### src/rtl/sram_ctrl_pkg.sv
// Shared types and defaults for the dual-port SRAM front-end controller.
// Latency: n/a (types and constants only).
// Backpressure: n/a.
package sram_ctrl_pkg;

    localparam int DEF_DATA_WIDTH = 8;
    localparam int DEF_ADDR_WIDTH = 4;

    // Controller FSM encoding: SERVE arbitrates requesters, CLEAR zero-fills the RAM
    typedef enum logic {
        ST_SERVE = 1'b0,
        ST_CLEAR = 1'b1
    } state_e;

endpackage

### src/rtl/sram_dp_arbiter_rr_arb2.sv
// Two-way round-robin arbiter: combinational grant, registered favour pointer.
// Latency: grant in the same cycle as the request; pointer moves at the granting edge.
// Backpressure: en low suppresses all grants and freezes the pointer; losers simply wait.
module rr_arb2 (
    input  logic       clk,
    input  logic       rst_n,
    input  logic       en,
    input  logic [1:0] req,
    output logic [1:0] gnt
);

    // ptr_q = index of the requester that wins a tie
    logic ptr_q;
    logic ptr_d;

    // Grant: a lone requester wins; on a tie the favoured one wins
    always_comb begin
        gnt = 2'b00;
        if (en) begin
            if (req[0] && (!req[1] || !ptr_q)) begin
                gnt[0] = 1'b1;
            end else if (req[1]) begin
                gnt[1] = 1'b1;
            end
        end
    end

    // Next pointer: favour the other requester after any grant, otherwise hold
    always_comb begin
        ptr_d = ptr_q;
        if (gnt[0]) begin
            ptr_d = 1'b1;
        end else if (gnt[1]) begin
            ptr_d = 1'b0;
        end
    end

    // Pointer register; requester 0 is favoured out of reset
    always_ff @(posedge clk or negedge rst_n) begin
        if (!rst_n) begin
            ptr_q <= 1'b0;
        end else begin
            ptr_q <= ptr_d;
        end
    end

endmodule

### src/rtl/sram_dp_arbiter.sv
// Dual-port SRAM front end: round-robin write/read sharing, read return, CLEAR zero-fill.
// Latency: write commits at the grant edge; read data and valid one cycle after the grant.
// Backpressure: ungranted requests are held by the requester; CLEAR blocks all grants.
import sram_ctrl_pkg::*;

module sram_dp_arbiter #(
    parameter int DATA_WIDTH = DEF_DATA_WIDTH,
    parameter int ADDR_WIDTH = DEF_ADDR_WIDTH,
    parameter int RAM_SIZE   = 16
) (
    input  logic                  clk,
    input  logic                  rst_n,
    input  logic                  wr_req0,
    input  logic [ADDR_WIDTH-1:0] wr_addr0,
    input  logic [DATA_WIDTH-1:0] wr_data0,
    input  logic                  wr_req1,
    input  logic [ADDR_WIDTH-1:0] wr_addr1,
    input  logic [DATA_WIDTH-1:0] wr_data1,
    output logic                  wr_gnt0,
    output logic                  wr_gnt1,
    input  logic                  rd_req0,
    input  logic [ADDR_WIDTH-1:0] rd_addr0,
    input  logic                  rd_req1,
    input  logic [ADDR_WIDTH-1:0] rd_addr1,
    output logic                  rd_gnt0,
    output logic                  rd_gnt1,
    output logic                  rd_valid0,
    output logic                  rd_valid1,
    output logic [DATA_WIDTH-1:0] rd_data,
    input  logic                  clr_start,
    output logic                  clr_busy,
    output logic                  clr_done,
    output logic                  ram_wr_en,
    output logic [ADDR_WIDTH-1:0] ram_wr_addr,
    output logic [DATA_WIDTH-1:0] ram_data_in,
    output logic                  ram_rd_en,
    output logic [ADDR_WIDTH-1:0] ram_rd_addr,
    input  logic [DATA_WIDTH-1:0] ram_data_out
);

    localparam logic [ADDR_WIDTH-1:0] CLR_LAST = ADDR_WIDTH'(RAM_SIZE - 1);

    state_e                  state_q,    state_d;
    logic [ADDR_WIDTH-1:0]   clr_cnt_q,  clr_cnt_d;
    logic                    clr_busy_q, clr_busy_d;
    logic                    clr_done_q, clr_done_d;

    // Read-return stage: per-requester valid tag, collision flag, forwarded write data
    logic [1:0]              rd_vld_q,   rd_vld_d;
    logic                    coll_q,     coll_d;
    logic [DATA_WIDTH-1:0]   fwd_q,      fwd_d;

    logic                    arb_en;
    logic [1:0]              wr_gnt;
    logic [1:0]              rd_gnt;
    logic [ADDR_WIDTH-1:0]   wr_addr_win;
    logic [DATA_WIDTH-1:0]   wr_data_win;
    logic [ADDR_WIDTH-1:0]   rd_addr_win;

    // Grants only in SERVE, never while reset is held, and not on the clr_start cycle
    assign arb_en = rst_n && (state_q == ST_SERVE) && !clr_start;

    rr_arb2 u_wr_arb (
        .clk   (clk),
        .rst_n (rst_n),
        .en    (arb_en),
        .req   ({wr_req1, wr_req0}),
        .gnt   (wr_gnt)
    );

    rr_arb2 u_rd_arb (
        .clk   (clk),
        .rst_n (rst_n),
        .en    (arb_en),
        .req   ({rd_req1, rd_req0}),
        .gnt   (rd_gnt)
    );

    assign wr_gnt0 = wr_gnt[0];
    assign wr_gnt1 = wr_gnt[1];
    assign rd_gnt0 = rd_gnt[0];
    assign rd_gnt1 = rd_gnt[1];

    // Winner selection for address/data muxing
    always_comb begin
        wr_addr_win = wr_gnt[1] ? wr_addr1 : wr_addr0;
        wr_data_win = wr_gnt[1] ? wr_data1 : wr_data0;
        rd_addr_win = rd_gnt[1] ? rd_addr1 : rd_addr0;
    end

    // RAM port drive: CLEAR owns the write port, otherwise the granted writer
    always_comb begin
        ram_wr_en   = |wr_gnt;
        ram_wr_addr = wr_addr_win;
        ram_data_in = wr_data_win;
        if (state_q == ST_CLEAR) begin
            ram_wr_en   = 1'b1;
            ram_wr_addr = clr_cnt_q;
            ram_data_in = '0;
        end
        ram_rd_en   = |rd_gnt;
        ram_rd_addr = rd_addr_win;
    end

    // FSM next state, clear counter and registered status outputs
    always_comb begin
        state_d   = state_q;
        clr_cnt_d = clr_cnt_q;
        case (state_q)
            ST_SERVE: begin
                if (clr_start) begin
                    state_d = ST_CLEAR;
                end
            end
            ST_CLEAR: begin
                // clr_start is ignored here; the sweep always runs to the end
                if (clr_cnt_q == CLR_LAST) begin
                    state_d   = ST_SERVE;
                    clr_cnt_d = '0;
                end else begin
                    clr_cnt_d = clr_cnt_q + 1'b1;
                end
            end
            default: begin
                state_d   = ST_SERVE;
                clr_cnt_d = '0;
            end
        endcase
        clr_busy_d = (state_d == ST_CLEAR);
        clr_done_d = (state_d == ST_CLEAR) && (clr_cnt_d == CLR_LAST);
    end

    // FSM registers; reset aborts any CLEAR in progress
    always_ff @(posedge clk or negedge rst_n) begin
        if (!rst_n) begin
            state_q    <= ST_SERVE;
            clr_cnt_q  <= '0;
            clr_busy_q <= 1'b0;
            clr_done_q <= 1'b0;
        end else begin
            state_q    <= state_d;
            clr_cnt_q  <= clr_cnt_d;
            clr_busy_q <= clr_busy_d;
            clr_done_q <= clr_done_d;
        end
    end

    assign clr_busy = clr_busy_q;
    assign clr_done = clr_done_q;

    // Read-return capture; a same-address write this cycle is forwarded since the RAM reads old data
    always_comb begin
        rd_vld_d = rd_gnt;
        coll_d   = (|rd_gnt) && (|wr_gnt) && (rd_addr_win == wr_addr_win);
        fwd_d    = wr_data_win;
    end

    // Read-return registers
    always_ff @(posedge clk or negedge rst_n) begin
        if (!rst_n) begin
            rd_vld_q <= 2'b00;
            coll_q   <= 1'b0;
            fwd_q    <= '0;
        end else begin
            rd_vld_q <= rd_vld_d;
            coll_q   <= coll_d;
            fwd_q    <= fwd_d;
        end
    end

    assign rd_valid0 = rd_vld_q[0];
    assign rd_valid1 = rd_vld_q[1];
    assign rd_data   = (|rd_vld_q) ? (coll_q ? fwd_q : ram_data_out) : '0;

endmodule
### config.mk
export PLATFORM = sky130hd
export DESIGN_NAME = sram_dp_arbiter
export DESIGN_NICKNAME = d
export VERILOG_FILES = /design/src/rtl/sram_ctrl_pkg.sv /design/src/rtl/sram_dp_arbiter_rr_arb2.sv /design/src/rtl/sram_dp_arbiter.sv
export SDC_FILE = /design/constraint.sdc
export NUM_CORES = 1
export LEC_CHECK = 0
export ABC_AREA = 1
export CORE_MARGIN = 2
export CORE_UTILIZATION = 39
export CTS_BUF_LIST = sky130_fd_sc_hd__clkbuf_16
export DETAILED_ROUTE_END_ITERATION = 8
export PLACE_DENSITY = 0.85
export SYNTH_ARGS = -nofsm -noshare
export SYNTH_HDL_FRONTEND = slang
export SYNTH_SLANG_ARGS = --single-unit
### constraint.sdc
create_clock -name clk -period 3.6 [get_ports clk]
set_input_delay 0.36 -clock clk [delete_from_list [all_inputs] [get_ports clk]]
set_output_delay 0.36 -clock clk [all_outputs]
set_load 0.05 [all_outputs]
### Yosys cells after proc, flatten, opt, wreduce, memory -nomap -nowiden

Cells that the tools add are included.

* add/sub/neg operators: 1
* mux-type cells: 25
* equal/unequal tests: 3
* reductions and logical operators: 19
* bitwise logic cells: 1

Operator list (count)
* $mux W8: 4
* $mux W4: 5
* $mux W1: 13
* $eq A4 B4 Y1 const B: 2
* $logic_and A1 B1 Y1: 7
* $reduce_or A2 Y1: 3
* $logic_not A1 Y1: 5
* $add A4 B1 Y4 const B: 1
* $eq A4 B4 Y1: 1
* $mux W2: 2
* $reduce_bool A2 Y1: 2
* $logic_or A1 B1 Y1: 2
* $pmux W1 S2: 1
* $not A1 Y1: 1

* logic and storage cells: 57
* register bits after elaboration: 19

### Longest topological paths before layout

Gate-level depths: netlist of run 1.

* depth in word-level cells: 8
* depth in mapped cells: 12

### Modules after synthesis

A second synthesis of run 1 with hierarchy kept.

* cells, all modules: 201
* area total of the unflattened synthesis: 1249.9 µm²

Modules (own cells, without submodules)
* sram_dp_arbiter: area each 1127.3 µm², sequential area each 425.4 µm², cells an instance 183, times used 1
* rr_arb2: area each 61.3 µm², sequential area each 25.0 µm², cells an instance 9, times used 2

### Worst setup path before layout of run 1

OpenSTA, ideal clock, no wires.

* path type: reg-to-output
* from: register, netlist name clr_busy
* to: output ram_data_in[0]
* arrival: 2.424 ns
* slack: 0.816 ns
* path buffers: 0
* cell stages (with the launch flop): 9
* path through: dfrtp_1 -> inv_2 -> nand2_4 -> nor2_8 -> nand2_4 -> inv_1 -> or2_2 -> o21ai_0 -> nor2_1

RTL lines
* end: declaration: line sram_dp_arbiter.sv:35 `output logic [DATA_WIDTH-1:0] ram_data_in,`

==> results of run 1 <==
kinds of logic (layout without fill, tap and decap cells):
family,after synthesis,after routing,share of synthesized area (%)
AOI/OAI and AO/OA,30,30,13.1
xor gates and xnor gates,1,1,0.682
adders and majority gates,1,1,0.975
buffers and inverters,37,118,11.5
DFF,19,19,37.0
and+or+nand+nor,103,103,36.7
sequential cells by signal, indices dropped and copies added, names as in the netlist:
register        flops
clr_busy            1
clr_cnt_q           4
clr_done            1
coll_q              1
fwd_q               8
rd_vld_q            2
u_rd_arb.ptr_q      1
u_wr_arb.ptr_q      1
power groups by stage:
stage | Clock, mW | Combinational, mW | Sequential [mW]
final | 0.224 | 0.771 | 0.321
after global routing | 0.238 | 0.828 | 0.329
after CTS | 0.227 | 0.777 | 0.320
after detailed placement | 0 | 0.773 | 0.322
after global placement | 0 | 0.764 | 0.319
after floorplan | 0 | 0.435 | 0.324
through the flow:
| stage | area (um2) | util, % | total power [mW] |
|---|---|---|---|
| 2_1_floorplan | 1280 | - | 0.759 |
| 3_3_place_gp | 2220 | 71.6 | 1.08 |
| 3_5_place_dp | 2220 | 71.6 | 1.09 |
| 4_1_cts | 2300 | 74.1 | 1.32 |
| 5_1_grt | 2300 | 74.1 | 1.39 |
| 6_report | 2300 | 74.1 | 1.31 |
final cells by class:
cell class	instances	area, um2	area share, %
clock buffers	3	75.1	3.26
flip-flops and latches	19	475	20.7
inverters	33	124	5.39
multi-input cells	135	661	28.7
repair buffers	81	906	39.4
well taps	44	55.1	2.39
clock inverters	1	3.75	0.163
worst max-delay path, stage by stage, from the launching register on:
cell and delay, ns:
dfrtp_1 0.75, inv_2 0.15, nand2_4 0.12, nor2_8 0.06, nand2_4 0.18, inv_1 0.18, or2_2 0.31, o21ai_0 0.11
nor2_1 0.12, buf_12 0.20
cell usage in the layout, fill, tap and decap left out, drive strengths merged, types with 2 or more instances in the layout:
cell / netlist / final
nand2: 68 / 68
clkdlybuf4s50: 0 / 64
inv: 33 / 34
dfrtp: 19 / 19
buf: 2 / 17
o21ai: 15 / 15
nor2: 13 / 13
a21oi: 11 / 11
nand3: 10 / 10
or2: 8 / 8
clkbuf: 2 / 3
a21boi: 3 / 3
nand3b: 2 / 2
worst paths after layout:
| check | startpoint | endpoint | slack (ns) |
|---|---|---|---|
| worst min-delay path | clr_cnt_q[1]$_DFF_PN0_ | clr_cnt_q[1]$_DFF_PN0_ | 0.56 |
| worst min register to register | clr_cnt_q[1]$_DFF_PN0_ | clr_cnt_q[1]$_DFF_PN0_ | 0.56 |
| max in group asynchronous | rst_n | coll_q$_DFF_PN0_ | 2.78 |
| worst max register to register | clr_busy$_DFF_PN0_ | fwd_q[2]$_DFF_PN0_ | 1.51 |
| min in group asynchronous | rst_n | u_rd_arb.ptr_q$_DFFE_PN0P_ | 0.61 |
| worst max-delay path | clr_busy$_DFF_PN0_ | ram_data_in[3] | 0.80 |
routing by layer:
layer	routed length [um]	GRT usage, %	part of all wire [%]	up-vias
met5	0	0	0	-
met4	51	6.08	1.3	0
met3	354	5.04	9.0	6
met2	1990	39.1	50	61
met1	1550	25.0	39	644
li1	-	-	-	754
==> flow_metrics.tcl, run 1 <==
set metrics [dict create \
    cts-buffers-inserted 3 \
    clkPwrFrac_pct 17.0 \
    yosys-top-cells-area "dfrtp_1 37%, nand2_1 19%, inv_1 9.1%" \
    hold_path.class "reg -> reg" \
    routed_via_density 4.64 \
    yosysMostFrequentCell "nand2_1" \
    relSlewSlack_pct 56.9 \
    cts_resized 0 \
    rows 20 \
    worstPathArrival_ns 2.44 \
    gp_congestion 0.834 \
    finalMaxSlewViolations 0 \
    synth_nets 239 \
    power.switching_uw 587 \
    fin_tns_setup_ns 0 \
    hpwl_um 3220 \
    ys.flop_type "dfrtp_1" \
    ff2ff_path_depth 8 \
    vias 1465 \
    power_density_nw_per_um2 572 \
    pre_cts_ws_ns 0.966 \
    clockBufferDepth 2 \
    clkLatencyLatePin_ns 0.25 \
    ys_types 25 \
    p_leak_nw 1.18 \
    num_io_pins 81 \
    power_frac_seq_pct 24.4 \
    drive_gt1_share_pct 13.6 \
    clk_pin_slew_ns 0.05 \
    layout.cells.non_filler 316 \
    min_period_ns 2.80 \
    end_kind "output port" \
    drt_iter0_drc 45 \
    place_inst 312 \
    synth.largest_area_cell "dfrtp_1" \
    cts_root_buffer "clkbuf_16" \
    rsz0062_at_grt "false" \
    fin_ws_ns 0.803 \
    final-hold-violation-count 0 \
    avgSynthCellArea_um2 6.72 \
    path_class "reg -> out" \
    timing.fmax_mhz 358 \
    ctsHtreeMaxLevel 1 \
    n_fill_cell 255 \
    area_growth_pct 79.1 \
    grt_max_degree 23 \
    post_cts_buffers 0 \
    start_util_pct 41.4 \
    post-route-period-util_pct 77.7 \
    seq_area_frac_synth_pct 37.0 \
    run_status "completed" \
    drc 0 \
    antenna_found_initial 0 \
    grt_pass1_wl_um 5960 \
    dieHeight_um 61.4 \
    yosysWarnings 0 \
    ir_drop_uv 623 \
    antenna_left 0 \
    path_max_fanout 22 \
    gr-total-overflow 0 \
    grt_pass1_vias 1373 \
    worst_ep_required_time_ns 3.24 \
    startpoint_type "register" \
    fp.dieW_um 61.4 \
    swShare_pct 44.7 \
    setup_viol 0 \
    clock-sinks 19 \
    clock_skew_ns 0.00198 \
    die_area_um2 3770 \
    drt-pass1-iter-count 4 \
    gr-usage-all-layers_pct 21.4 \
    synth_area_um2 1280 \
    internal_power_uw 727 \
    combinationalPowerShare_pct 58.6 \
    tritoncts "yes" \
    synth_top_area_share_pct 37.0 \
    synth-seq-cells 19 \
    synth_edf_count 0 \
    nets 321 \
    totalWireLength_um 3940 \
    worstMarginPinSlew_ns 0.646 \
    synthArstFlopShare_pct 100 \
    core_area_um2 3100 \
    maxCapViolations 0 \
    hold_buffers 0 \
    port_buffers 80 \
    synth_commonest_cells "65 x nand2_1, 31 x inv_1, 19 x dfrtp_1" \
    worstHoldPathCells 2 \
    syn_inst 191 \
    fin_hold_ws_ns 0.556 \
    diodes 0 \
    wire_per_inst_um 12.5 \
]
(Power assumes the default switching activity.)
==> run 2: changes to the inputs <==
--- a/config.mk
+++ b/config.mk
@@ -7,10 +7,10 @@
 export LEC_CHECK = 0
 export ABC_AREA = 1
 export CORE_MARGIN = 2
-export CORE_UTILIZATION = 39
+export CORE_UTILIZATION = 33
 export CTS_BUF_LIST = sky130_fd_sc_hd__clkbuf_16
 export DETAILED_ROUTE_END_ITERATION = 8
-export PLACE_DENSITY = 0.85
+export PLACE_DENSITY = 0.76
 export SYNTH_ARGS = -nofsm -noshare
 export SYNTH_HDL_FRONTEND = slang
 export SYNTH_SLANG_ARGS = --single-unit
==> constraint.sdc (replaced) <==
create_clock -name clk -period 2.55 [get_ports clk]
set_input_delay 0.255 -clock clk [delete_from_list [all_inputs] [get_ports clk]]
set_output_delay 0.255 -clock clk [all_outputs]
set_load 0.05 [all_outputs]
==> flow_metrics.tcl, run 2 (synthesized netlist as in run 1, its figures left out) <==
set metrics [dict create \
    timing.rr.start "clr_busy$_DFF_PN0_" \
    relSlewSlack_pct 66.5 \
    final_cell_mix "65 x nand2_1, 58 x clkdlybuf4s50_1, 31 x inv_1" \
    worstPathArrival_ns 2.10 \
    start_util_pct 34.8 \
    timing.critical_path.buf_inv 3 \
    tritoncts "yes" \
    core_area_um2 3690 \
    gr-usage-all-layers_pct 17.3 \
    drt-pass1-iter-count 4 \
    largest_reg_flops 8 \
    crit_top_cell "nand2_4" \
    path_max_fanout 18 \
    run_status "completed" \
    cpMaxStageDelayCell "clkdlybuf4s50_1" \
    totalWireLength_um 3850 \
    die_area_um2 4400 \
    area_growth_pct 91.3 \
    reg_top3 "fwd_q x8, clr_cnt_q x4, rd_vld_q x2" \
    antenna_left 0 \
    min_period_ns 2.35 \
    antenna_found_initial 0 \
    worst_ep_required_time_ns 2.30 \
    diodes 0 \
    hold_buffers 0 \
    hpwl_um 3120 \
    worstMarginPinSlew_ns 0.501 \
    crit_chain "clkdlybuf4s50_1 -> nand2_4 -> nor2_8 -> nand2_4 -> inv_1 -> or2_2 -> o21ai_0 -> nor2_2 -> buf_12" \
    dieHeight_um 66.4 \
    post-route-period-util_pct 92.3 \
    fin_tns_setup_ns 0 \
    grt_pass1_wl_um 5930 \
    clock-sinks 19 \
    nets 322 \
    cts_resized 0 \
    drt_iter0_drc 23 \
    power_density_nw_per_um2 794 \
    cts_root_buffer "clkbuf_16" \
    fin_ws_ns 0.198 \
    cts-buffers-inserted 3 \
    path_class "in -> out" \
    gp_congestion 0.813 \
    n_fill_cell 312 \
    post_cts_buffers 0 \
    p_leak_nw 1.24 \
    drive_gt1_share_pct 19.4 \
    vias 1468 \
    pre_cts_ws_ns 0.215 \
    rsz0062_at_grt "false" \
    routed_via_density 4.57 \
    clock_skew_ns 0.00310 \
    wire_per_inst_um 12.0 \
    clkLatencyLatePin_ns 0.24 \
    hold_path.class "in -> async" \
    startpoint_type "primary input" \
    largest-register "fwd_q" \
    max_stage_delay_ns 0.53 \
    rows 22 \
    ir_drop_uv 421 \
    mostFrequentLayoutCell "nand2_1" \
    setup_viol 0 \
    fp.dieW_um 66.4 \
    drc 0 \
    multiInputGateArea_um2 681 \
    grt_pass1_vias 1310 \
    gr-total-overflow 0 \
    clockBufferDepth 2 \
    final-hold-violation-count 0 \
    regArea_um2 475 \
    grt_max_degree 22 \
    crit_family "buffers and inverters" \
    finalMaxSlewViolations 0 \
    num_io_pins 81 \
    timing.fmax_mhz 425 \
    maxCapViolations 0 \
    startpoint "rst_n" \
    end_kind "output port" \
    port_buffers 80 \
    ctsHtreeMaxLevel 1 \
    clk_pin_slew_ns 0.05 \
]
run 2: area by class of cell:
class	instances	share of cell area [%]
repair buffers	82	42.2
multi-input cells	135	27.7
flip-flops and latches	19	19.4
inverters	33	5.04
clock buffers	3	3.06
well taps	48	2.45
clock inverters	1	0.204
run 2: final timing paths:
check	to	slack, ns	depth (start not counted)
max	ram_data_in[2]	0.20	9
min	fwd_q[4]$_DFF_PN0_	0.46	2
max reg2reg	fwd_q[2]$_DFF_PN0_	0.90	8
min reg2reg	clr_cnt_q[1]$_DFF_PN0_	0.54	2
max in group asynchronous	clr_cnt_q[1]$_DFF_PN0_	1.90	2
min in group clk	clr_cnt_q[1]$_DFF_PN0_	0.54	2
run 2: layer usage:
metal | up-vias | share of wire, % | global-route usage [%]
li1 | 749 | - | -
met1 | 664 | 45 | 23.4
met2 | 51 | 49 | 28.4
met3 | 4 | 6.1 | 3.41
met4 | 0 | 0.70 | 3.83
met5 | - | 0 | 0
run 2: through the flow:
stage                     instances  instance area (um2)  total power [mW]  hold slack, ns  util (%)
after global routing            321                 2460              2.05           0.474      66.6
final                           321                 2460              1.95           0.458      66.6
after floorplan                 191                 1300              1.09         -0.0406         -
after global placement          317                 2380              1.63           0.518      64.4
after CTS                       321                 2460              1.96           0.468      66.6
after detailed placement        317                 2380              1.64           0.525      64.4
run 2: where the power goes:
part           switching (mW)  leakage [nW]  internal (mW)
Combinational           0.695         0.966          0.519
Sequential             0.0522         0.229          0.374
Clock                   0.101        0.0409          0.210
Total                   0.848          1.24           1.10
